[src/rtl/mii_pkg.sv]
// ---------------------------------------------------------------------------
// mii_pkg
//   Shared constants and types for the MII receive/transmit framers:
//   preamble/SFD nibble values, reflected CRC-32 constants, the receive FSM
//   state type and a byte-wide CRC-32 update function.
// ---------------------------------------------------------------------------
package mii_pkg;

   localparam logic [3:0]  NIBBLE_PREAMBLE = 4'h5;
   localparam logic [3:0]  NIBBLE_SFD      = 4'hD;

   localparam logic [31:0] CRC32_POLY_REFL = 32'hEDB88320;
   localparam logic [31:0] CRC32_INIT      = 32'hFFFFFFFF;
   // Register value left after running a good frame's data and FCS through the CRC
   localparam logic [31:0] CRC32_RESIDUE   = 32'hDEBB20E3;

   typedef enum logic [2:0] {
      ST_IDLE,
      ST_PRE,
      ST_DATA,
      ST_END,
      ST_DROP
   } rx_state_t;

   // One byte of reflected CRC-32, LSB first
   function automatic logic [31:0] crc32_step(input logic [31:0] crc, input logic [7:0] data);
      logic [31:0] c;
      c = crc ^ {24'h000000, data};
      for (int unsigned i = 0; i < 8; i++) begin
         c = c[0] ? ((c >> 1) ^ CRC32_POLY_REFL) : (c >> 1);
      end
      return c;
   endfunction

endpackage

[src/rtl/crc32_d8.sv]
// ---------------------------------------------------------------------------
// crc32_d8
//   Byte-parallel reflected CRC-32 register.
//   clk_i   in   clock, rising edge
//   rst_i   in   synchronous active-high reset, loads CRC32_INIT
//   clr_i   in   reload CRC32_INIT (wins over en_i)
//   en_i    in   fold data_i into the register
//   data_i  in   8-bit data byte
//   crc_o   out  current register value (not inverted)
// ---------------------------------------------------------------------------
module crc32_d8
   import mii_pkg::*;
(
   input  logic        clk_i,
   input  logic        rst_i,
   input  logic        clr_i,
   input  logic        en_i,
   input  logic [7:0]  data_i,
   output logic [31:0] crc_o
);

   logic [31:0] crc_q;
   logic [31:0] crc_d;

   always_comb begin
      crc_d = crc_q;
      if (clr_i) begin
         crc_d = CRC32_INIT;
      end else if (en_i) begin
         crc_d = crc32_step(crc_q, data_i);
      end
   end

   always_ff @(posedge clk_i) begin
      if (rst_i) begin
         crc_q <= CRC32_INIT;
      end else begin
         crc_q <= crc_d;
      end
   end

   assign crc_o = crc_q;

endmodule

[src/rtl/mii_rx_deframer.sv]
// ---------------------------------------------------------------------------
// mii_rx_deframer
//   MII receive deframer: registers RX nibbles, locates preamble/SFD, packs
//   nibbles low-first into bytes, checks and strips the FCS and emits the
//   payload (DA..last data byte) as an unstallable byte stream.
//   clock / reset        PHY RX clock, synchronous active-high reset
//   mii_d/dv/er          MII RX nibble, data valid, PHY error
//   maxis_tdata/tvalid   payload byte and one-cycle beat strobe
//   maxis_tlast/tuser    last beat of frame; tuser=1 on tlast marks a bad frame
//   stat_frame_ok/err    one pulse per good / bad frame
// ---------------------------------------------------------------------------
module mii_rx_deframer
   import mii_pkg::*;
#(
   parameter int unsigned MIN_PREAMBLE_NIBBLES = 2,
   parameter int unsigned MIN_FRAME_BYTES      = 64,
   parameter int unsigned MAX_FRAME_BYTES      = 1522
) (
   input  logic       clock,
   input  logic       reset,
   input  logic [3:0] mii_d,
   input  logic       mii_dv,
   input  logic       mii_er,
   output logic [7:0] maxis_tdata,
   output logic       maxis_tvalid,
   output logic       maxis_tlast,
   output logic       maxis_tuser,
   output logic       stat_frame_ok,
   output logic       stat_frame_err
);

   // Four FCS bytes plus the byte being released
   localparam int unsigned LINE_DEPTH = 5;
   localparam int unsigned BCNT_W     = $clog2(MAX_FRAME_BYTES + 2);
   localparam int unsigned PCNT_W     = $clog2(MIN_PREAMBLE_NIBBLES + 2);

   localparam logic [PCNT_W-1:0] PCNT_SAT  = PCNT_W'(MIN_PREAMBLE_NIBBLES);
   localparam logic [BCNT_W-1:0] BCNT_FULL = BCNT_W'(LINE_DEPTH);
   localparam logic [BCNT_W-1:0] BCNT_MIN  = BCNT_W'(MIN_FRAME_BYTES);
   localparam logic [BCNT_W-1:0] BCNT_MAX  = BCNT_W'(MAX_FRAME_BYTES);
   localparam logic [BCNT_W-1:0] BCNT_SAT  = BCNT_W'(MAX_FRAME_BYTES + 1);

   // Input pipeline: free-running so the post-reset dv check sees real pins
   logic [3:0]        d_q;
   logic              dv_q;
   logic              er_q;

   rx_state_t         state_q, state_d;
   logic              wait_q;
   logic [PCNT_W-1:0] pcnt_q, pcnt_d;
   logic              phase_q, phase_d;
   logic [3:0]        low_q, low_d;
   logic              err_q, err_d;
   logic [BCNT_W-1:0] bcnt_q, bcnt_d;
   logic [7:0]        line_q [LINE_DEPTH];

   logic [31:0]       crc;
   logic              crc_clr, crc_en;

   logic              byte_done;
   logic [7:0]        new_byte;
   logic              line_full;
   logic              frame_bad;
   logic              emit, last, user, ok, bad;

   logic [7:0]        tdata_q;
   logic              tvalid_q, tlast_q, tuser_q, ok_q, err_out_q;

   always_ff @(posedge clock) begin
      d_q  <= mii_d;
      dv_q <= mii_dv;
      er_q <= mii_er;
   end

   always_comb begin
      byte_done = (state_q == ST_DATA) && dv_q && phase_q;
      new_byte  = {d_q, low_q};
      line_full = bcnt_q >= BCNT_FULL;
      frame_bad = err_q | phase_q | (bcnt_q < BCNT_MIN) | (crc != CRC32_RESIDUE);
   end

   // ---------------- FSM: state register ----------------
   always_ff @(posedge clock) begin
      if (reset) begin
         state_q <= ST_IDLE;
      end else begin
         state_q <= state_d;
      end
   end

   // ---------------- FSM: next state ----------------
   always_comb begin
      state_d = state_q;
      case (state_q)
         ST_IDLE: begin
            if (dv_q && !wait_q) begin
               state_d = (d_q == NIBBLE_PREAMBLE) ? ST_PRE : ST_DROP;
            end
         end
         ST_PRE: begin
            if (!dv_q) begin
               state_d = ST_IDLE;
            end else if (d_q == NIBBLE_PREAMBLE) begin
               state_d = ST_PRE;
            end else if ((d_q == NIBBLE_SFD) && (pcnt_q >= PCNT_SAT)) begin
               state_d = ST_DATA;
            end else begin
               state_d = ST_DROP;
            end
         end
         ST_DATA: begin
            if (!dv_q) begin
               state_d = ST_END;
            end else if (byte_done && (bcnt_q == BCNT_MAX)) begin
               state_d = ST_DROP;
            end
         end
         ST_END: begin
            // A one-nibble IFG puts the next preamble's first nibble here, so
            // END accepts it like IDLE would instead of dropping the frame.
            if (dv_q) begin
               state_d = (d_q == NIBBLE_PREAMBLE) ? ST_PRE : ST_DROP;
            end else begin
               state_d = ST_IDLE;
            end
         end
         ST_DROP: begin
            if (!dv_q) begin
               state_d = ST_IDLE;
            end
         end
         default: state_d = ST_IDLE;
      endcase
   end

   // ---------------- FSM: outputs ----------------
   always_comb begin
      emit = 1'b0;
      last = 1'b0;
      user = 1'b0;
      ok   = 1'b0;
      bad  = 1'b0;
      case (state_q)
         ST_DATA: begin
            if (byte_done && line_full) begin
               emit = 1'b1;
               // This byte is MAX+1: truncate and flag
               if (bcnt_q == BCNT_MAX) begin
                  last = 1'b1;
                  user = 1'b1;
                  bad  = 1'b1;
               end
            end
         end
         ST_END: begin
            if (line_full) begin
               emit = 1'b1;
               last = 1'b1;
               user = frame_bad;
               ok   = !frame_bad;
               bad  = frame_bad;
            end else begin
               bad  = 1'b1;
            end
         end
         default: ;
      endcase
   end

   // ---------------- Datapath next state ----------------
   always_comb begin
      pcnt_d  = pcnt_q;
      phase_d = phase_q;
      low_d   = low_q;
      err_d   = err_q;
      bcnt_d  = bcnt_q;
      crc_clr = 1'b0;
      crc_en  = 1'b0;
      case (state_q)
         ST_IDLE, ST_END: begin
            pcnt_d  = PCNT_W'(1);
            phase_d = 1'b0;
            err_d   = 1'b0;
            bcnt_d  = '0;
            crc_clr = 1'b1;
         end
         ST_PRE: begin
            if ((d_q == NIBBLE_PREAMBLE) && (pcnt_q < PCNT_SAT)) begin
               pcnt_d = pcnt_q + PCNT_W'(1);
            end
         end
         ST_DATA: begin
            if (dv_q) begin
               err_d   = err_q | er_q;
               phase_d = !phase_q;
               if (!phase_q) begin
                  low_d = d_q;
               end else begin
                  crc_en = 1'b1;
                  if (bcnt_q != BCNT_SAT) begin
                     bcnt_d = bcnt_q + BCNT_W'(1);
                  end
               end
            end
         end
         default: ;
      endcase
   end

   always_ff @(posedge clock) begin
      if (reset) begin
         wait_q    <= 1'b1;
         pcnt_q    <= '0;
         phase_q   <= 1'b0;
         low_q     <= '0;
         err_q     <= 1'b0;
         bcnt_q    <= '0;
         tdata_q   <= '0;
         tvalid_q  <= 1'b0;
         tlast_q   <= 1'b0;
         tuser_q   <= 1'b0;
         ok_q      <= 1'b0;
         err_out_q <= 1'b0;
      end else begin
         // Held after reset until the pins show a gap, so a frame cut by reset is not re-entered
         wait_q    <= wait_q & dv_q;
         pcnt_q    <= pcnt_d;
         phase_q   <= phase_d;
         low_q     <= low_d;
         err_q     <= err_d;
         bcnt_q    <= bcnt_d;
         tdata_q   <= emit ? line_q[LINE_DEPTH-1] : '0;
         tvalid_q  <= emit;
         tlast_q   <= last;
         tuser_q   <= user;
         ok_q      <= ok;
         err_out_q <= bad;
      end
   end

   // Delay line contents; occupancy is tracked by bcnt_q
   always_ff @(posedge clock) begin
      if (byte_done) begin
         line_q[0] <= new_byte;
         for (int unsigned i = 1; i < LINE_DEPTH; i++) begin
            line_q[i] <= line_q[i-1];
         end
      end
   end

   crc32_d8 u_crc (
      .clk_i  (clock),
      .rst_i  (reset),
      .clr_i  (crc_clr),
      .en_i   (crc_en),
      .data_i (new_byte),
      .crc_o  (crc)
   );

   assign maxis_tdata    = tdata_q;
   assign maxis_tvalid   = tvalid_q;
   assign maxis_tlast    = tlast_q;
   assign maxis_tuser    = tuser_q;
   assign stat_frame_ok  = ok_q;
   assign stat_frame_err = err_out_q;

endmodule

[config.mk]
export PLATFORM = sky130hd
export DESIGN_NAME = mii_rx_deframer
export DESIGN_NICKNAME = d
export VERILOG_FILES = /design/src/rtl/mii_pkg.sv /design/src/rtl/crc32_d8.sv /design/src/rtl/mii_rx_deframer.sv
export SDC_FILE = /design/constraint.sdc
export NUM_CORES = 1
export LEC_CHECK = 0
export BUFFER_PORTS_ARGS = -buffer_cell sky130_fd_sc_hd__buf_2
export CAP_MARGIN = 25
export CORE_MARGIN = 2
export CORE_UTILIZATION = 50
export CTS_CLUSTER_DIAMETER = 30
export CTS_CLUSTER_SIZE = 40
export DETAILED_ROUTE_END_ITERATION = 16
export GPL_ROUTABILITY_DRIVEN = 0
export PLACE_DENSITY = 0.66
export SLEW_MARGIN = 20
export SYNTH_ARGS = -nofsm -noshare
export SYNTH_HDL_FRONTEND = slang
export SYNTH_SLANG_ARGS = --single-unit
[constraint.sdc]
create_clock -name clock -period 4.9 [get_ports clock]
set_input_delay 0.245 -clock clock [delete_from_list [all_inputs] [get_ports clock]]
set_output_delay 0.245 -clock clock [all_outputs]
set_load 0.01 [all_outputs]
# Yosys cells after proc, flatten, opt, wreduce, memory -nomap -nowiden
# Memory sizes are Yosys's and may differ from the RTL's. A register that Yosys moved wholly into a read port is not among the register bits.
# Cells that the tools add are included.
# Widths: inputs -> output; s select.
# totals
register_bits	66
ramBits	40
input_bits	8
output_inout_bits	13
word_cells	123
mem_count	1
# op_classes
addsub	2
n_lt_le_gt_ge	4
eq_ne	16
mux	44
n_bitwise	18
n_reduce_logical	22
# memory_table
name	depth	width	read_ports	rd_clocked_by_memory_dff	write_ports	line	text
line_q	5	8	5	1	5	mii_rx_deframer.sv:55	logic [7:0] line_q [LINE_DEPTH];
# op_table
op	n
$mux 32	8
$not 13->14	8
$mux 11	3
$ne 32x32->1 const B	1
$xor 32x8->32	1
$mux 3	9
$pmux 11 s2	1
$pmux 3 s5	1
$mux 1	14
$pmux 1 s2	6
$add 11x1->11 const B	1
$eq 11x11->1 const B	1
$ge 11x3->1 const B	1
$lt 11x7->1 const B	1
$ne 11x11->1 const B	1
$ne 2x2->1 const B	5
$logic_and 1x1->1	7
$eq 3x2->1 const B	2
$reduce_and 3->1	2
$reduce_or 2->1	3
$eq 4x3->1 const B	1
$eq 4x4->1 const B	1
$not 1->1	4
$or 1x1->1	4
16 further kinds	20

# Logic depth before layout (Yosys ltp)
# depth
depth_word	17
depth_mapped	8
depth_no_buf	7

# Cells and area by module
# A second synthesis with hierarchy kept.
# unflattened
hier_cells	421
area_unflattened_um2	5104.9
# by_module_without_submodules
module	instances	cells_each	area_per_inst_um2	seq_area_each_um2
mii_rx_deframer	1	245	3093.0	2042.0
crc32_d8	1	176	2011.9	640.6

# Worst setup path before layout
# OpenSTA, ideal clock, no wires.
# synth_path
kind	reg2reg
start	reg state_q[0]
end	mem line_q[0][0], enable pin
setup_ns	0.420
arrival_time_ns	2.238
required_time_ns	4.480
setup_slack_ns	2.242
path_stages_with_launch	6
period_less_slack_ns	2.658
cell_sequence	dfxtp_1 buf_2 nor3b_4 nand3_4 clkinv_2 clkbuf_1
# synth_rtl
item	line	text
start: declaration	mii_rx_deframer.sv:48	rx_state_t state_q, state_d;
start signal: assignment	mii_rx_deframer.sv:87	state_q <= state_d;
end: declaration	mii_rx_deframer.sv:55	

==> results.ini <==
[power]
p_comb_frac=0.040
p_per_area_mw_per_mm2=389
p_leak_uw=0.00211
clkPwrFrac=0.510
seq_power_share=0.450
p_int_uw=1730
switching_share=0.212
power_switching_uw=465
vdd_drop_max_mv=0.244
p_total_uw=2200

[floorplanning]
num_rows=35
dieArea_mm2=0.0105
initial_utilization=0.520
die-width_um=103
io_pins=21
core_area_mm2=0.00933
dieHeight_um=103

[global_routing]
grtUsageTotal=0.199
antenna_found_initial=0
gr-total-overflow=0
grt_pass1_vias=3062
grt_max_degree=54
grt_pass1_wl_um=15300

[cells_and_area]
n_antenna_cell=0
area_growth_pct=16.5
nets=469
final_util=0.606
layout-drive-gt1-share=0.149
final_cells=599

[synth]
yosys_most_used_dff=dfxtp_1
syn_inst=428
avgSynthCellArea_um2=11.3
synth-seq-cells=114
synth_top_area_frac=0.305
yosysSeqAreaShare=0.553
yosys_warnings=0
netlist_area_mm2=0.00485
yosys-top-cells-area=dfxtp_1 (31%), edfxtp_1 (25%), xnor2_1 (6.7%)
synth_fp_nets=440
synth_top_area_cell=dfxtp_1
async_flop_share=0
yosysUniqueCellTypes=50
synth-edff-count=40

[timing]
hold_viol=0
relSlewSlack=0.319
period_minus_slack_ns=2.55
clock_skew_ns=0.00784
fin_setup_tns_ns=0
tightest_slew_ns=1.02
final_max_slew_viol_count=0
grt_setup_unrepaired=no
fmax_mhz=392
whs_ns=0.109
fin_crit_sh=0.520
finalSetupViolCount=0

[placement]
dpl.cell_count=561
portBuffers=20
dp_hpwl_um=5900

[run]
drv_cap=0

[cts]
cts_buffers=17
clk_pin_slew_ns=0.06
cts_root_buf=clkbuf_8
cts_htree_levels=4
cts_tree=done
cts.sinks=114
clk_path_buf_depth=2
clkLatencyLatePin_ns=0.51
cts_resized=0

[route]
first_iter_violations=165
wirelength_um=9090
drt-pass1-iter-count=4
vias=3208
via_per_inst=5.36
routedWlPerCell_um=15.2
antenna_left=0
drc=0

[status]
status=finished clean

[worst_setup_path]
cp.required_ns=5.05
crit_type=flip-flop to flip-flop
startpoint_type=flip-flop
worstPathArrival_ns=2.70
worst_setup_path_end_kind=flip-flop
crit_fanout=53

[worst_hold_path]
hold_class=input port to flip-flop

[synth_stat cells (all sizes together) (2+ instances only)]
master and n:
and4 2, nand3 12, and4b 3, nor4b 2, nand2b 3, nor2b 4, dfxtp 74, or3 6
o211ai 17, nand4 6, xnor2 51, a21oi 31, inv 7, edfxtp 40, nor4 2, or4 4
o21ai 16, and3 2, and2 11, buf 3, nor2 22, ha 4, nand2 39, o21a 2
xor2 25, nor3 10, nor4bb 3, clkbuf 14
[layout by cell type (no fill, tap or decap), drive strengths merged, types with 2 or more instances in the layout]
cell         instances
xnor2               51
nand2b               3
nor4bb               3
and2                11
dfxtp               74
nor4                 2
xor2                25
clkinv               6
and4b                3
clkbuf              21
nand3               12
nand4                6
o21a                 2
nor3                10
a21oi               31
o211ai              17
dlygate4sd3          6
o21ai               16
nor4b                2
and3                 2
bufinv               2
nor2                22
nor2b                4
edfxtp              40
clkinvlp             4
or4                  4
inv                  7
nand2               39
and4                 2
ha                   4
or3                  6
buf                 21
[registers in the layout, summed over array words and instances, names as in the netlist, 2 cells and up]
signal       flops
pcnt_q           2
d_q              4
state_q          3
low_q            4
line_q          40
maxis_tdata      8
bcnt_q          11
u_crc.crc_o     32
[stage by stage]
step,cell area (µm²),setup slack (ns)
final,5660,2.35
after global routing,5660,2.13
after CTS,5660,2.33
after detailed placement,5050,2.35
after global placement,5050,2.43
after floorplan,4850,2.24
[per-layer routing]
| metal | vias to the layer above | global-route usage | routed length, µm |
|---|---|---|---|
| met5 | - | 0 | 0 |
| met4 | 0 | 0.111 | 184 |
| met3 | 10 | 0.0508 | 399 |
| met2 | 63 | 0.313 | 4360 |
| met1 | 1573 | 0.250 | 4140 |
| li1 | 1562 | - | - |
[cell families after synthesis]
kind of cell | synth area share
fa+ha+maj | 0.0103
buf+inv | 0.0216
flops | 0.553
compound gates | 0.0936
xor+xnor | 0.171
simple gates | 0.151
[worst max-delay path: stages, from the launching register on]
cell and delay [ns]:
dfxtp_1 0.48, nor3b_4 0.33, nand3_4 0.47, clkinv_2 0.37, buf_4 0.52
[power by group through the flow]
stage	combinational, µW	clock [µW]	sequential (µW)
CTS	88.6	1140	988
global route	95.9	1190	989
global placement	83.3	0	1010
finish	88.1	1120	989
detailed placement	83.7	0	1010
floorplan	72.7	0	1000
[final cells by class]
cell class,instances,area [µm²]
multi-input combinational,289,2070
timing repair buffer,27,168
sequential,114,2680
fill,776,3670
clock buffer,21,429
tap,129,161
inverter,8,31.3
clock inverter,11,114
[worst paths after layout]
kind	from	end	slack, ns	cells past startpoint
worst max-delay path	state_q[1]	line_q[0][1]	2.35	4
worst min-delay path	reset	stat_frame_err	0.11	2
worst max register to register	state_q[1]	line_q[0][1]	2.35	4
worst min register to register	line_q[2][2]	line_q[3][2]	0.41	0
[timing repair]
action / in CTS / in global routing
hold buffers: 6 / 0
setup buffers: 0 / 0
endpoints found under the hold margin: 6 / 0
Power figures use the tool's default switching activity.
